### src/rtl/display_pkg.sv
// Shared constants for the 4-digit BCD display and its clients: state encoding
// for the display-sharing arbiter and the digit packing width.
package display_pkg;

  localparam int unsigned DIGITS  = 4;
  localparam int unsigned DIGIT_W = 4;
  localparam int unsigned WORD_W  = DIGITS * DIGIT_W;

  localparam logic [1:0] ST_IDLE = 2'd0;
  localparam logic [1:0] ST_OWN0 = 2'd1;
  localparam logic [1:0] ST_OWN1 = 2'd2;

  typedef enum logic [1:0] {
    S_IDLE = ST_IDLE,
    S_OWN0 = ST_OWN0,
    S_OWN1 = ST_OWN1
  } arb_state_t;

endpackage

### src/rtl/display_share_arb_if.sv
// Requester/display bundle for the display-sharing arbiter: two request/data
// pairs in, grants and the four registered BCD digits out.
interface display_share_arb_if;
  import display_pkg::*;

  logic              req0;
  logic [WORD_W-1:0] data0;
  logic              req1;
  logic [WORD_W-1:0] data1;
  logic              gnt0;
  logic              gnt1;
  logic [DIGIT_W-1:0] bcd0;
  logic [DIGIT_W-1:0] bcd1;
  logic [DIGIT_W-1:0] bcd2;
  logic [DIGIT_W-1:0] bcd3;
  logic              busy;

  // Requester side (CPU MMIO + debug source, or a testbench).
  modport master (
    output req0, data0, req1, data1,
    input  gnt0, gnt1, bcd0, bcd1, bcd2, bcd3, busy
  );

  // Arbiter side.
  modport slave (
    input  req0, data0, req1, data1,
    output gnt0, gnt1, bcd0, bcd1, bcd2, bcd3, busy
  );

endinterface

### src/rtl/display_share_arb.sv
// Round-robin arbiter sharing the 7-segment display between two requesters,
// with a minimum dwell per owner and registered digits for the display mux.
module display_share_arb
  import display_pkg::*;
#(
  parameter int unsigned        DWELL_CYCLES = 100_000_000,
  parameter logic [WORD_W-1:0]  IDLE_VAL     = 16'h0000
) (
  input  logic               clk,
  input  logic               rst,
  display_share_arb_if.slave bus
);

  localparam int unsigned     CNT_W   = $clog2(DWELL_CYCLES + 1);
  localparam logic [CNT_W-1:0] CNT_MAX = CNT_W'(DWELL_CYCLES - 1);

  arb_state_t        state_q, state_d;
  logic [CNT_W-1:0]  cnt_q;
  logic              last_q;        // 1 = requester 1 owned most recently
  logic [WORD_W-1:0] digits_q;

  logic dwell_done;
  assign dwell_done = (cnt_q == CNT_MAX);

  // NOTE: every output of a combinational block gets a default first; any
  // path that leaves it unassigned would infer a latch.
  always_comb begin
    state_d = state_q;
    unique case (state_q)
      S_IDLE: begin
        if (bus.req0 && bus.req1) state_d = last_q ? S_OWN0 : S_OWN1;
        else if (bus.req0)        state_d = S_OWN0;
        else if (bus.req1)        state_d = S_OWN1;
      end
      S_OWN0: begin
        if (!bus.req0)                    state_d = bus.req1 ? S_OWN1 : S_IDLE;
        else if (bus.req1 && dwell_done)  state_d = S_OWN1;
      end
      S_OWN1: begin
        if (!bus.req1)                    state_d = bus.req0 ? S_OWN0 : S_IDLE;
        else if (bus.req0 && dwell_done)  state_d = S_OWN0;
      end
      default: state_d = S_IDLE;
    endcase
  end

  // NOTE: state registers use non-blocking assignments so every flop samples
  // the pre-edge values regardless of statement order.
  always_ff @(posedge clk) begin
    if (rst) begin
      state_q  <= S_IDLE;
      cnt_q    <= '0;
      last_q   <= 1'b1;
      digits_q <= IDLE_VAL;
    end else begin
      state_q <= state_d;

      if (state_d != state_q)
        cnt_q <= '0;
      else if (state_q != S_IDLE && !dwell_done)
        cnt_q <= cnt_q + 1'b1;

      if (state_d == S_OWN0 && state_q != S_OWN0) last_q <= 1'b0;
      if (state_d == S_OWN1 && state_q != S_OWN1) last_q <= 1'b1;

      // Loading from the next-state owner makes new digits land with the grant;
      // in IDLE the last digits are simply held.
      if (state_d == S_OWN0)      digits_q <= bus.data0;
      else if (state_d == S_OWN1) digits_q <= bus.data1;
    end
  end

  assign bus.gnt0 = (state_q == S_OWN0);
  assign bus.gnt1 = (state_q == S_OWN1);
  assign bus.busy = bus.gnt0 | bus.gnt1;

  assign bus.bcd0 = digits_q[0*DIGIT_W +: DIGIT_W];
  assign bus.bcd1 = digits_q[1*DIGIT_W +: DIGIT_W];
  assign bus.bcd2 = digits_q[2*DIGIT_W +: DIGIT_W];
  assign bus.bcd3 = digits_q[3*DIGIT_W +: DIGIT_W];

endmodule

### src/flat_wrapper.sv
// flat-port wrapper written by rule: the top's interface ports become plain ports
module display_share_arb_flat import display_pkg::*;
#(
  parameter int unsigned        DWELL_CYCLES = 100_000_000,
  parameter logic [WORD_W-1:0]  IDLE_VAL     = 16'h0000
)
  (clk, rst, bus_req0, bus_data0, bus_req1, bus_data1, bus_gnt0, bus_gnt1, bus_bcd0, bus_bcd1, bus_bcd2, bus_bcd3, bus_busy);
  display_share_arb_if bus_i ();
  input  logic clk;
  input  logic rst;
  input wire logic [$bits(bus_i.req0)-1:0] bus_req0;
  input wire logic [$bits(bus_i.data0)-1:0] bus_data0;
  input wire logic [$bits(bus_i.req1)-1:0] bus_req1;
  input wire logic [$bits(bus_i.data1)-1:0] bus_data1;
  output wire logic [$bits(bus_i.gnt0)-1:0] bus_gnt0;
  output wire logic [$bits(bus_i.gnt1)-1:0] bus_gnt1;
  output wire logic [$bits(bus_i.bcd0)-1:0] bus_bcd0;
  output wire logic [$bits(bus_i.bcd1)-1:0] bus_bcd1;
  output wire logic [$bits(bus_i.bcd2)-1:0] bus_bcd2;
  output wire logic [$bits(bus_i.bcd3)-1:0] bus_bcd3;
  output wire logic [$bits(bus_i.busy)-1:0] bus_busy;
  assign bus_i.req0 = bus_req0;
  assign bus_i.data0 = bus_data0;
  assign bus_i.req1 = bus_req1;
  assign bus_i.data1 = bus_data1;
  assign bus_gnt0 = bus_i.gnt0;
  assign bus_gnt1 = bus_i.gnt1;
  assign bus_bcd0 = bus_i.bcd0;
  assign bus_bcd1 = bus_i.bcd1;
  assign bus_bcd2 = bus_i.bcd2;
  assign bus_bcd3 = bus_i.bcd3;
  assign bus_busy = bus_i.busy;
  display_share_arb #(.DWELL_CYCLES(DWELL_CYCLES), .IDLE_VAL(IDLE_VAL)) u_core (.clk(clk), .rst(rst), .bus(bus_i));
endmodule
### config.mk
export PLATFORM = sky130hd
export DESIGN_NAME = display_share_arb_flat
export DESIGN_NICKNAME = d
export VERILOG_FILES = /design/src/rtl/display_pkg.sv /design/src/rtl/display_share_arb_if.sv /design/src/rtl/display_share_arb.sv /design/src/flat_wrapper.sv
export SDC_FILE = /design/constraint.sdc
export NUM_CORES = 1
export LEC_CHECK = 0
export ABC_CLOCK_PERIOD_IN_PS = 5900
export BUFFER_PORTS_ARGS = -buffer_cell sky130_fd_sc_hd__buf_2
export CAP_MARGIN = 10
export CORE_ASPECT_RATIO = 0.5
export CORE_MARGIN = 8
export CORE_UTILIZATION = 55
export DETAILED_ROUTE_END_ITERATION = 10
export PLACE_DENSITY = 0.89
export SYNTH_ARGS = -nofsm -noshare
export SYNTH_HDL_FRONTEND = slang
export SYNTH_SLANG_ARGS = --single-unit
### constraint.sdc
create_clock -name clk -period 5.9 [get_ports clk]
set_input_delay 0.885 -clock clk [delete_from_list [all_inputs] [get_ports clk]]
set_output_delay 0.885 -clock clk [all_outputs]
set_load 0.02 [all_outputs]
Word-level counts from Yosys, hierarchy flattened
Cells that the tools add are included.
Widths: inputs -> output; s select.

storage, ports and cells
  bits of input ports = 36
  output and inout port bits = 19
  logic and storage cells = 39
  bits in registers = 46

cells by class
  muxes and demuxes = 13
  bitwise operators = 1
  reductions and logical operators = 12
  add/sub/neg operators = 1
  eq/ne operators = 8

operators by type and width
  kind                   count
  $mux 16                2
  $add 27x1->27 const B  1
  $eq 27x27->1 const B   1
  $mux 2                 9
  $logic_and 1x1->1      6
  $pmux 2 s3             1
  $eq 2x1->1 const B     2
  $eq 2x2->1 const B     2
  $reduce_bool 2->1      2
  $reduce_or 2->1        2
  $logic_not 2->1        1
  $ne 2x1->1 const B     1
  $ne 2x2->1             1
  $ne 2x2->1 const B     1
  $logic_not 1->1        1
  $mux 1                 1
  $or 1x1->1             1

Depth between registers and ports, before layout
  depth after elaboration = 8
  gate-level depth with buffers = 15
  mapped depth without buffers = 12

Worst setup path before layout
OpenSTA, ideal clock, no wires.

  path type = flip-flop to flip-flop
  from = register u_core.cnt_q[0]
  to = register u_core.digits_q[10]
  data arrival time = 3.119 ns
  slack = 2.653 ns
  path buffers = 3
  period minus slack after synthesis = 3.247 ns
  required time = 5.771 ns
  cell stages (with the launch flop) = 15
  setup time = 0.129 ns
  cells stage by stage = dfxtp_1 > ha_1 > nand3_1 > or4_1 > buf_6 > nor2_4 > mux2_1 > a32oi_1 > ha_1 > clkbuf_1 > buf_2 > mux2i_1 > nor2_1 > a21oi_1 > nor2_1

on the way
  cells in the longest elaborated chain, start to end = 7
  elaborated cells between the ends (all ways) = 12
  those cells by class = eq/ne (3); mux (6); reduce/logical (3)

ends and longest elaborated chain
  item                                          RTL line                                          source
  start: declaration                            display_share_arb.sv:18                           logic [CNT_W-1:0] cnt_q;
  start signal: assignment                      display_share_arb.sv:61                           cnt_q <= cnt_q + 1'b1;
  $eq 27x27->1 *                                display_share_arb.sv:23                           assign dwell_done = (cnt_q == CNT_MAX);
  $logic_and 1x1->1, on equally long branches   display_share_arb.sv:41, display_share_arb.sv:37
  $mux 2, on equally long branches              display_share_arb.sv:41, display_share_arb.sv:37
  $mux 2, on equally long branches              display_share_arb.sv:40, display_share_arb.sv:36
  $pmux 2 s3 *                                  display_share_arb.sv:29                           unique case (state_q)
  $eq 2x1->1 or $eq 2x2->1 (tied branches)      display_share_arb.sv:68, display_share_arb.sv:69
  $mux 16 or $reduce_bool 2->1 (tied branches)  -
  end signal: assignment                        display_share_arb.sv:68                           if (state_d == S_OWN0) digits_q <= bus.data0;
  end signal: assignment                        display_share_arb.sv:69                           else if (state_d == S_OWN1) digits_q <= bus.data1;
  end: declaration                              display_share_arb.sv:20                           logic [WORD_W-1:0] digits_q;

Every way passes the cells marked *; elsewhere a longest branch is shown, timed or not.
A chain may end at the register's enable or synchronous reset.

Worst setup path after layout
  from = register u_core.cnt_q[0]
  to = register u_core.digits_q[15]

The elaborated chain is that of the path after synthesis.

==> flow_metrics.tcl <==
set metrics [dict create \
    p_int_w 0.000671 \
    cts_setup_buffers 0 \
    worstSkewPairLatency_ns 0.30 \
    dieHeight_microns 64.1 \
    wl_met2_microns 2890 \
    hold_path_class "reg2reg" \
    finClkSkew_ns 0.00507 \
    drive_gt1_share_pct 20.9 \
    drt_first_pass_iters 5 \
    worstSetupPathType "reg2reg" \
    setup-violations-final 0 \
    grt_pass1_vias 2333 \
    die_w_microns 112 \
    async_reset_ff_share_pct 0 \
    p_sw_w 0.000486 \
    clkSinkCount 46 \
    yosysSeqAreaShare_pct 36.1 \
    p_sw_share_pct 42.0 \
    htreeDepth 2 \
    postRouteWirelength_microns 5890 \
    relSlewSlack_pct 35.3 \
    ant_nets 0 \
    clkPwrFrac_pct 17.1 \
    cts_resized 0 \
    dp_slack_ns 2.15 \
    endpoint_kind "flop" \
    hpwl_microns 4240 \
    p_per_area_mw_per_mm2 400 \
    cts_made_buffers 5 \
    fin_crit_ns 3.80 \
    clkSlewWorstSetupHoldPaths_ns 0.08 \
    wl_met3_microns 396 \
    grt_max_degree 33 \
    fin_nets 401 \
    io_pins 55 \
    layout_commonest_cell "nor2_1" \
    initial_core_util_pct 57.6 \
    hold_viol_final 0 \
    cts-root-buf "clkbuf_8" \
    ys_ff_latch 46 \
    gp_congestion 0.915 \
    grt_pass1_wl_microns 9940 \
    cts_buffer_depth 2 \
    crit_required_ns 6.08 \
    row_count 17 \
    syn_nets 356 \
    grt_usage_pct 16.3 \
    area_growth_pct 13.4 \
    ir_drop_v 0.000342 \
    worst_pin_slew_ns 0.971 \
    io_buffers 54 \
    insertedDiodeCount 0 \
    arrival_ns 3.99 \
    p_comb_share_pct 47.4 \
    cp_max_fo 17 \
    synth.distinct_cells 54 \
    synth.avg_cell_area_sq_um 8.14 \
    design.core.area_sq_mm 0.00442 \
    antenna_found_initial 0 \
    mostFrequentLayoutCells "nor2_1 (72), buf_2 (54), dfxtp_1 (46), xnor2_1 (23), a21oi_1 (19)" \
    status "complete, no violations" \
    drt_first_iter_violations 86 \
    fin_crit_sh_pct 64.4 \
    netlist_instances 313 \
    p_seq_share_pct 35.5 \
    holdBufCountCts 0 \
    cts_tree "yes" \
    drt-met1-wl_microns 2520 \
    synth_edf_count 0 \
    total_power_w 0.00116 \
    grt_overflow 0 \
    cap_violations 0 \
    layout_setup_ws_ns 2.10 \
    netlist_area_sq_mm 0.00255 \
    fmax_ghz 0.263 \
    drc 0 \
    post-route-util_pct 65.3 \
    fin_tns_setup_ns 0 \
    rsz0062_at_grt "false" \
    startpoint_type "flop" \
    synth_ff_type "dfxtp_1" \
    leakagePower_nw 1.12 \
    via_per_inst 5.63 \
    die_area_sq_mm 0.00720 \
    holdWs_ns 0.491 \
    synth_warnings 0 \
    top_layer "met4" \
    vias 2343 \
    slew_violations 0 \
    wl_per_cell_microns 14.2 \
]
-- cell usage after synthesis (2+ instances only) --
| library cell | n | area [sq um] |
|---|---|---|
| a21oi_1 | 19 | 95.1 |
| a31oi_1 | 2 | 12.5 |
| a32oi_1 | 3 | 26.3 |
| and2_1 | 2 | 12.5 |
| buf_2 | 4 | 20.0 |
| buf_4 | 3 | 22.5 |
| buf_6 | 2 | 22.5 |
| clkbuf_1 | 6 | 22.5 |
| dfxtp_1 | 46 | 921 |
| ha_1 | 7 | 87.6 |
| inv_1 | 14 | 52.6 |
| mux2i_1 | 17 | 170 |
| nand2_1 | 12 | 45.0 |
| nand2b_1 | 3 | 18.8 |
| nand3_1 | 12 | 60.1 |
| nand4_1 | 6 | 37.5 |
| nor2_1 | 72 | 270 |
| nor2b_1 | 3 | 18.8 |
| nor3_1 | 9 | 45.0 |
| nor4_1 | 8 | 50.1 |
| o211ai_1 | 2 | 15.0 |
| o21ai_0 | 4 | 20.0 |
| o31ai_1 | 2 | 15.0 |
| xnor2_1 | 23 | 201 |
| xor2_1 | 3 | 26.3 |
-- power by group through the flow --
stage	registers, W	logic, W	clock network (W)
CTS	0.000411	0.000550	0.000202
floorplan	0.000475	0.000363	0
global route	0.000419	0.000606	0.000216
finish	0.000411	0.000548	0.000197
detailed placement	0.000416	0.000548	0
global placement	0.000414	0.000526	0
-- cell families after synthesis --
logic type               synth area share (%)
AND/OR/NAND/NOR                          27.4
flip-flops                               36.1
AO/OA/AOI/OAI                            11.2
buffers and inverters                    5.69
XOR/XNOR                                 8.93
multiplexers                             7.12
adder cells (fa/ha/maj)                  3.44
-- worst paths after layout --
kind / startpoint / end / slack (ns) / depth (start not counted)
setup / recovery: u_core.cnt_q[0] / u_core.digits_q[15] / 2.10 / 11
setup reg to reg: u_core.cnt_q[0] / u_core.digits_q[15] / 2.10 / 11
hold / removal: u_core.digits_q[7] / u_core.digits_q[7] / 0.49 / 2
hold reg to reg: u_core.digits_q[7] / u_core.digits_q[7] / 0.49 / 2
-- sequential cells by signal, summed over array words and instances, names as in the netlist --
register / count
u_core.digits_q: 16
u_core.state_q: 2
u_core.last_q: 1
u_core.cnt_q: 27
-- through the flow --
step / cells / area [sq um]
finish: 416 / 2890
global route: 416 / 2890
CTS: 416 / 2890
detailed placement: 408 / 2800
global placement: 408 / 2800
floorplan: 313 / 2550
-- worst max-delay path: stages, from the launching register on --
cell and delay, ns:
dfxtp_1 0.39, ha_1 0.25, nand3_1 0.11, or4_1 0.61
nor2_4 0.19, mux2_1 0.36, a32oi_1 0.34, ha_1 0.87
mux2i_1 0.30, nor2_1 0.06, a21oi_1 0.16, nor2_1 0.05
-- routing by layer --
layer  global-route usage (%)  vias up
met5                        0        -
met4                     7.32        0
met3                     4.87        9
met2                     29.6       84
met1                     17.5     1093
li1                         -     1157
-- layout make-up --
class	instances	area, sq um
flip-flops and latches	46	921
well taps	57	71.3
clock buffers	7	86.3
clock inverters	1	5.00
repair buffers	54	270
inverters	14	52.6
fillers	360	1540
multi-input cells	237	1480
(Power assumes the default switching activity.)
